--- src/rtl/xc_mp_alu.sv ---
// XCrypto multi-precision ALU: madd.3/msub.3/macc.1 combinational, mmul.3 via shift-add FSM.
// Define XC_MP_RADIX4_EN to retire two multiplier bits per MUL cycle.
module xc_mp_alu #(
    parameter int unsigned XLEN = 32
) (
    input  logic            g_clk,
    input  logic            g_resetn,
    input  logic            flush,
    input  logic            valid,
    output logic            ready,
    input  logic            op_madd_3,
    input  logic            op_msub_3,
    input  logic            op_macc_1,
    input  logic            op_mmul_3,
    input  logic [XLEN-1:0] rs1,
    input  logic [XLEN-1:0] rs2,
    input  logic [XLEN-1:0] rs3,
    output logic [XLEN-1:0] result_lo,
    output logic [XLEN-1:0] result_hi
);

`ifdef XC_MP_RADIX4_EN
    localparam int unsigned CW = 4;
`else
    localparam int unsigned CW = 5;
`endif
    localparam logic [CW-1:0] CNT_LAST = '1;

    typedef enum logic [1:0] {
        S_IDLE,
        S_MUL,
        S_DONE
    } state_t;

    state_t              state_q, state_d;
    logic [2*XLEN-1:0]   acc_q, acc_d;
    logic [2*XLEN-1:0]   mcand_q, mcand_d;
    logic [XLEN-1:0]     mplier_q, mplier_d;
    logic [CW-1:0]       cnt_q, cnt_d;

    logic [2*XLEN-1:0]   fast_res;
    logic [2*XLEN-1:0]   pp;
    logic [2*XLEN-1:0]   res;
    logic                go;

    // Priority mmul > madd > msub > macc; mmul is handled by the FSM.
    always_comb begin
        fast_res = '0;
        if (op_madd_3) begin
            fast_res = {{XLEN{1'b0}}, rs1} + {{XLEN{1'b0}}, rs2}
                     + {{(2*XLEN-1){1'b0}}, rs3[0]};
        end else if (op_msub_3) begin
            fast_res = {{XLEN{1'b0}}, rs1} - {{XLEN{1'b0}}, rs2}
                     - {{(2*XLEN-1){1'b0}}, rs3[0]};
        end else if (op_macc_1) begin
            fast_res = {rs2, rs1} + {{XLEN{1'b0}}, rs3};
        end
    end

    always_comb begin
`ifdef XC_MP_RADIX4_EN
        case (mplier_q[1:0])
            2'd0:    pp = '0;
            2'd1:    pp = mcand_q;
            2'd2:    pp = mcand_q << 1;
            default: pp = mcand_q + (mcand_q << 1);
        endcase
`else
        pp = mplier_q[0] ? mcand_q : '0;
`endif
    end

    assign go = valid && !flush && g_resetn;

    always_comb begin
        state_d  = state_q;
        acc_d    = acc_q;
        mcand_d  = mcand_q;
        mplier_d = mplier_q;
        cnt_d    = cnt_q;
        ready    = 1'b0;
        res      = '0;
        case (state_q)
            S_IDLE: begin
                if (go) begin
                    if (op_mmul_3) begin
                        acc_d    = {{XLEN{1'b0}}, rs3};
                        mcand_d  = {{XLEN{1'b0}}, rs1};
                        mplier_d = rs2;
                        cnt_d    = '0;
                        state_d  = S_MUL;
                    end else begin
                        ready = 1'b1;
                        res   = fast_res;
                    end
                end
            end
            S_MUL: begin
                if (!go) begin
                    state_d = S_IDLE;
                end else begin
                    acc_d = acc_q + pp;
`ifdef XC_MP_RADIX4_EN
                    mcand_d  = mcand_q << 2;
                    mplier_d = mplier_q >> 2;
`else
                    mcand_d  = mcand_q << 1;
                    mplier_d = mplier_q >> 1;
`endif
                    cnt_d = cnt_q + 1'b1;
                    if (cnt_q == CNT_LAST) state_d = S_DONE;
                end
            end
            S_DONE: begin
                state_d = S_IDLE;
                if (go) begin
                    ready = 1'b1;
                    res   = acc_q;
                end
            end
            default: state_d = S_IDLE;
        endcase
    end

    assign result_lo = res[XLEN-1:0];
    assign result_hi = res[2*XLEN-1:XLEN];

    always_ff @(posedge g_clk or negedge g_resetn) begin
        if (!g_resetn) begin
            state_q  <= S_IDLE;
            acc_q    <= '0;
            mcand_q  <= '0;
            mplier_q <= '0;
            cnt_q    <= '0;
        end else begin
            state_q  <= state_d;
            acc_q    <= acc_d;
            mcand_q  <= mcand_d;
            mplier_q <= mplier_d;
            cnt_q    <= cnt_d;
        end
    end

endmodule

--- config.mk ---
export PLATFORM = sky130hd
export DESIGN_NAME = xc_mp_alu
export DESIGN_NICKNAME = d
export VERILOG_FILES = /design/src/rtl/xc_mp_alu.sv
export SDC_FILE = /design/constraint.sdc
export NUM_CORES = 1
export LEC_CHECK = 0
export CAP_MARGIN = 20
export CORE_ASPECT_RATIO = 1.75
export CORE_MARGIN = 4
export CORE_UTILIZATION = 35
export DETAILED_ROUTE_END_ITERATION = 8
export PLACE_DENSITY = 0.63
export SLEW_MARGIN = 20
export SYNTH_ARGS = -nofsm -noshare
export SYNTH_HDL_FRONTEND = slang
export SYNTH_SLANG_ARGS = --single-unit
export TNS_END_PERCENT = 100
--- constraint.sdc ---
create_clock -name g_clk -period 9.4 [get_ports g_clk]
set_clock_uncertainty 0.05 [all_clocks]
set_input_delay 1.88 -clock g_clk [delete_from_list [all_inputs] [get_ports g_clk]]
set_output_delay 1.88 -clock g_clk [all_outputs]
set_load 0.02 [all_outputs]
==> impl_summary.md <==
STA
Setup slack closes at 0.257 ns. The highest clock frequency the design can meet is 109 MHz. The setup-violating endpoint count in the final report is 0. The hold violation count in the final report is 0. In this run the tightest slew margin relative to its limit is 0.264. Of the available clock period, the critical path in the final layout requires 0.973. The aggregate negative setup slack is 0 ns. The slew of the pin with the lowest slew margin is 1.10 ns. The clock period minus final worst setup slack is roughly 9.1 ns.

Setup repair after global routing left no endpoint under its margin. The count of pins over their slew limit is 0.

Clock network
The clock slew seen by the registers of the worst setup and hold paths is 0.06 ns. CTS saw 167 sinks. The longest clock path from root to sink contains 2 buffers.

The CTS H-tree depth is 4. At the later pin of the worst-skew pair, clock insertion delay measures 0.48 ns. The library cell used as clock root buffer is clkbuf_16.

The number of hold buffers added after cts is 0. TritonCTS built the clock tree. The number of clock buffers added by TritonCTS is 17. The post-cts sizing count is 0. The number of setup buffers added after CTS is 0.

Drt
Summing over every cut layer, the via total after detailed routing is ~19000. In the routed design, unresolved DRC markers number 0. The length of routed wiring on met1 is 27.1 mm. The sum of routed wire length over all layers is 77.3 mm. The total length of routed met3 wires is around 3.4 mm. In the routed layout, each cell is associated on average with a via count of approximately 6.1. The met2 wire length is 38.5 mm.

After the first detailed-routing iteration, the DRC count stood at 1428. The highest metal layer carrying signal wires in the routed design is met4. For this run, the detailed router's first-pass iteration total came to 9. Dividing the detail-routed wire length by the instance count gives 24.8 um. The detail route stage leaves a number of antenna-violating nets equal to 0.

Die
The floorplan step defined a die boundary enclosing 0.0559 sq mm. 169 I/O pins were placed. In this run the vertical extent of the chip is between 300 and 400 um.

The starting utilization of the core area is 0.354. Row generation in the floorplan step produced 110 rows. The die span in x is 180 um. The region available for standard cell placement spans 0.0515 sq mm.

Critical path
The endpoint class of the critical path is an output pin. The kind of start point of the critical path is an input port. The capture point of the worst path is result_lo[18]. The startpoint identified for the worst register-to-register timing path is mplier_q[0].

Measured in cells, the most critical reg-to-reg path has a length of 17. For the worst setup path, the data required time is 7.47 ns. The worst register-to-register path has a setup slack of 3.18 ns. The arrival time at the worst endpoint is 7.21 ns.

In this run the critical register-to-register path is captured at acc_q[62]. The maximum net fanout on the critical path is 7. The type of the setup path with the least slack is in2out.

The start point of the critical path is rs2[0].

Yosys
The arithmetic-cell share of the synthesized area counting full adders, half adders and majority gates is 0.117. Of the total synthesized cell area, the portion taken by AND, OR, NAND and NOR gates is 0.178. The xor and xnor area share after synthesis is 0.0923. The post-synthesis net count is approximately 2600.

The share of the synthesized area in compound gates (AO/OA/AOI/OAI) came to 0.318. For this run, the register share of the synthesized area comes to 0.229. The number of enable flip-flop cells after synthesis is 0. The Yosys step of the flow raised 0 warnings. The most common flop cell mapped by yosys is dfrtp_1. In this run, synthesis produced a sequential element count of 167. Counting distinct cell types in the post-synthesis netlist gives around 90. A synthesized cell averages 7.82 sq um. The share of cell area taken by muxes after synthesis is 0.00385. The summed instance area of the synthesized netlist is approximately 0.018 sq mm. The async set-or-reset flop fraction in the synthesized netlist is 1.00. The largest family of logic cells by synthesized area is compound AO/OA/AOI/OAI gates. The synthesized instance count is approximately 2300.

Cells and area
The signed area change from the synthesized netlist to the final layout is 16.9%. The final design area excluding fillers is between 0.02 and 0.025 sq mm. The net count of the finished layout is 2708.

The number of fill cells in the layout is 5304. Of the cells placed in the final design, the portion with a size suffix greater than 1 is 0.0547.

Outcome
The flow ran to the end, and the final reports show no timing, DRC or antenna violations.

Placement
OpenSTA, run right after detailed placement, puts the worst setup slack at 0.518 ns. Once placement finished, the instance area stood at 0.0207 sq mm. The routability-driven placement congestion ratio is approximately 0.99. The number of buffers added on ports is roughly 170. The HPWL reported at the end of detailed placement is 62.2 mm.

Power
The maximum vdd drop is 149 uV. Dividing total power by cell area gives a power density of about 130 mW/mm^2. The leakage power total is 0.00942 uW.

Global route
The number of global-route vias before repair is 19100. Entering global routing, the biggest net connects 103 pins. The first global-routing pass estimated 115 mm of wire. The overall fraction of global-route tracks in use is 0.268.

The initial antenna violation count was 0. After global routing the overflow that remains totals 0.

Flow run
Across the run, the number of max-cap violations was 0.

Worst hold path
The worst hold path belongs to the class reg2reg.
==> routing by layer <==
metal	vias up	GRT usage
li1	8815	-
met4	0	0.241
met1	9200	0.269
met5	-	0
met3	223	0.0351
met2	741	0.480
==> where the power goes <==
group,switching (uW),total (uW),internal [uW]
clock network,337,776,439
registers,104,916,812
logic,694,1150,454
==> placed cells by master (no fill, tap or decap), types with 18 or more instances in the layout <==
master           instances
a21o_1                  72
dfrtp_1                167
a221oi_1                18
nor2b_1                 18
xor2_1                  51
a22o_1                  58
inv_1                  147
o21ai_0                159
a211oi_1                21
nor2_1                 120
nand3_1                 49
and2_1                  72
nor3_1                  36
nand2_1                219
nand4_1                 26
a21oi_1                205
buf_4                   64
a222oi_1                62
o211ai_1                19
clkdlybuf4s50_1        165
ha_1                   162
and3_1                  18
o21bai_1                27
o21ai_1                 39
xnor2_1                141
o22ai_1                 31
a31oi_1                 20
==> registers in the layout (all words and copies together) (netlist names) <==
name,cells
cnt_q,5
acc_q,64
state_q,2
mcand_q,64
mplier_q,32
==> synth_stat cells, types with 7 or more instances <==
cell	n	area, sq um
nand2_1	219	822
nand4_1	26	163
nor2_1	122	458
a222oi_1	62	621
o21a_1	13	97.6
nand3_1	49	245
dfrtp_1	167	4180
buf_2	8	40.0
nor4_1	17	106
inv_1	147	552
a22o_1	58	508
o21ai_1	39	195
buf_1	10	37.5
xnor2_1	141	1230
clkbuf_1	124	465
and2_1	72	450
o22ai_1	31	194
and3_1	18	113
o211ai_1	19	143
ha_1	162	2030
o31ai_1	10	75.1
nor3_1	36	180
or3_1	12	75.1
a21oi_1	205	1030
a31oi_1	20	125
xor2_1	51	447
nand2b_1	17	106
o221ai_1	11	96.3
o21ai_0	159	796
a221oi_1	18	158
or2_2	7	43.8
a211oi_1	21	158
nor2b_1	18	113
a311oi_1	8	70.1
a21o_1	72	541
o21bai_1	27	203
mux2i_1	7	70.1
==> worst min path at each step <==
| stage | startpoint | to | slack (ns) | cells past startpoint |
|---|---|---|---|---|
| after floorplan | mcand_q[63] | mcand_q[63] | 0.42 | 1 |
| after global placement | mplier_q[24] | mplier_q[23] | 0.44 | 2 |
| after detailed placement | mplier_q[31] | mplier_q[31] | 0.44 | 1 |
| after CTS | mplier_q[4] | mplier_q[3] | 0.46 | 2 |
| after global routing | mplier_q[16] | mplier_q[15] | 0.48 | 2 |
| final | mplier_q[4] | mplier_q[3] | 0.46 | 2 |
==> worst max-delay path: stages <==
cell             delay, ns
clkdlybuf4s50_1       0.56
fa_1                  0.48
inv_1                 0.08
fa_1                  0.22
o21bai_1              0.08
a21o_1                0.21
a211oi_1              0.49
nor2_1                0.15
a31oi_1               0.45
o221ai_1              0.42
a21oi_1               0.24
o21ai_0               0.12
xnor2_1               0.76
nand2_1               0.11
a32o_1                0.37
clkdlybuf4s50_1       0.57
==> area by class of cell <==
cell class	count	area (sq um)	area share
clock buffer	21	470	0.0221
multi-input combinational	1872	13000	0.608
clock inverter	10	143	0.00670
inverter	147	552	0.0259
timing repair buffer	232	2150	0.101
sequential	167	4180	0.196
tap	672	841	0.0395
antenna	1	2.50	0.000117
==> metrics by stage <==
| stage | hold WS, ns | power, uW | utilization | cells |
|---|---|---|---|---|
| 3_3_place_gp | 0.437 | 2040 | 0.402 | 3090 |
| 5_1_grt | 0.482 | 2990 | 0.414 | 3121 |
| 6_report | 0.457 | 2840 | 0.414 | 3122 |
| 4_1_cts | 0.461 | 2840 | 0.414 | 3121 |
| 3_5_place_dp | 0.442 | 2060 | 0.402 | 3090 |
| 2_1_floorplan | 0.424 | 1640 | - | 2330 |
==> kinds of logic after synthesis <==
kind of cell | Yosys count
buf+inv | 291
fa+ha+maj | 167
compound gates | 853
flops | 167
mux | 7
simple gates | 653
xor+xnor | 192
(Power assumes the default switching activity.)
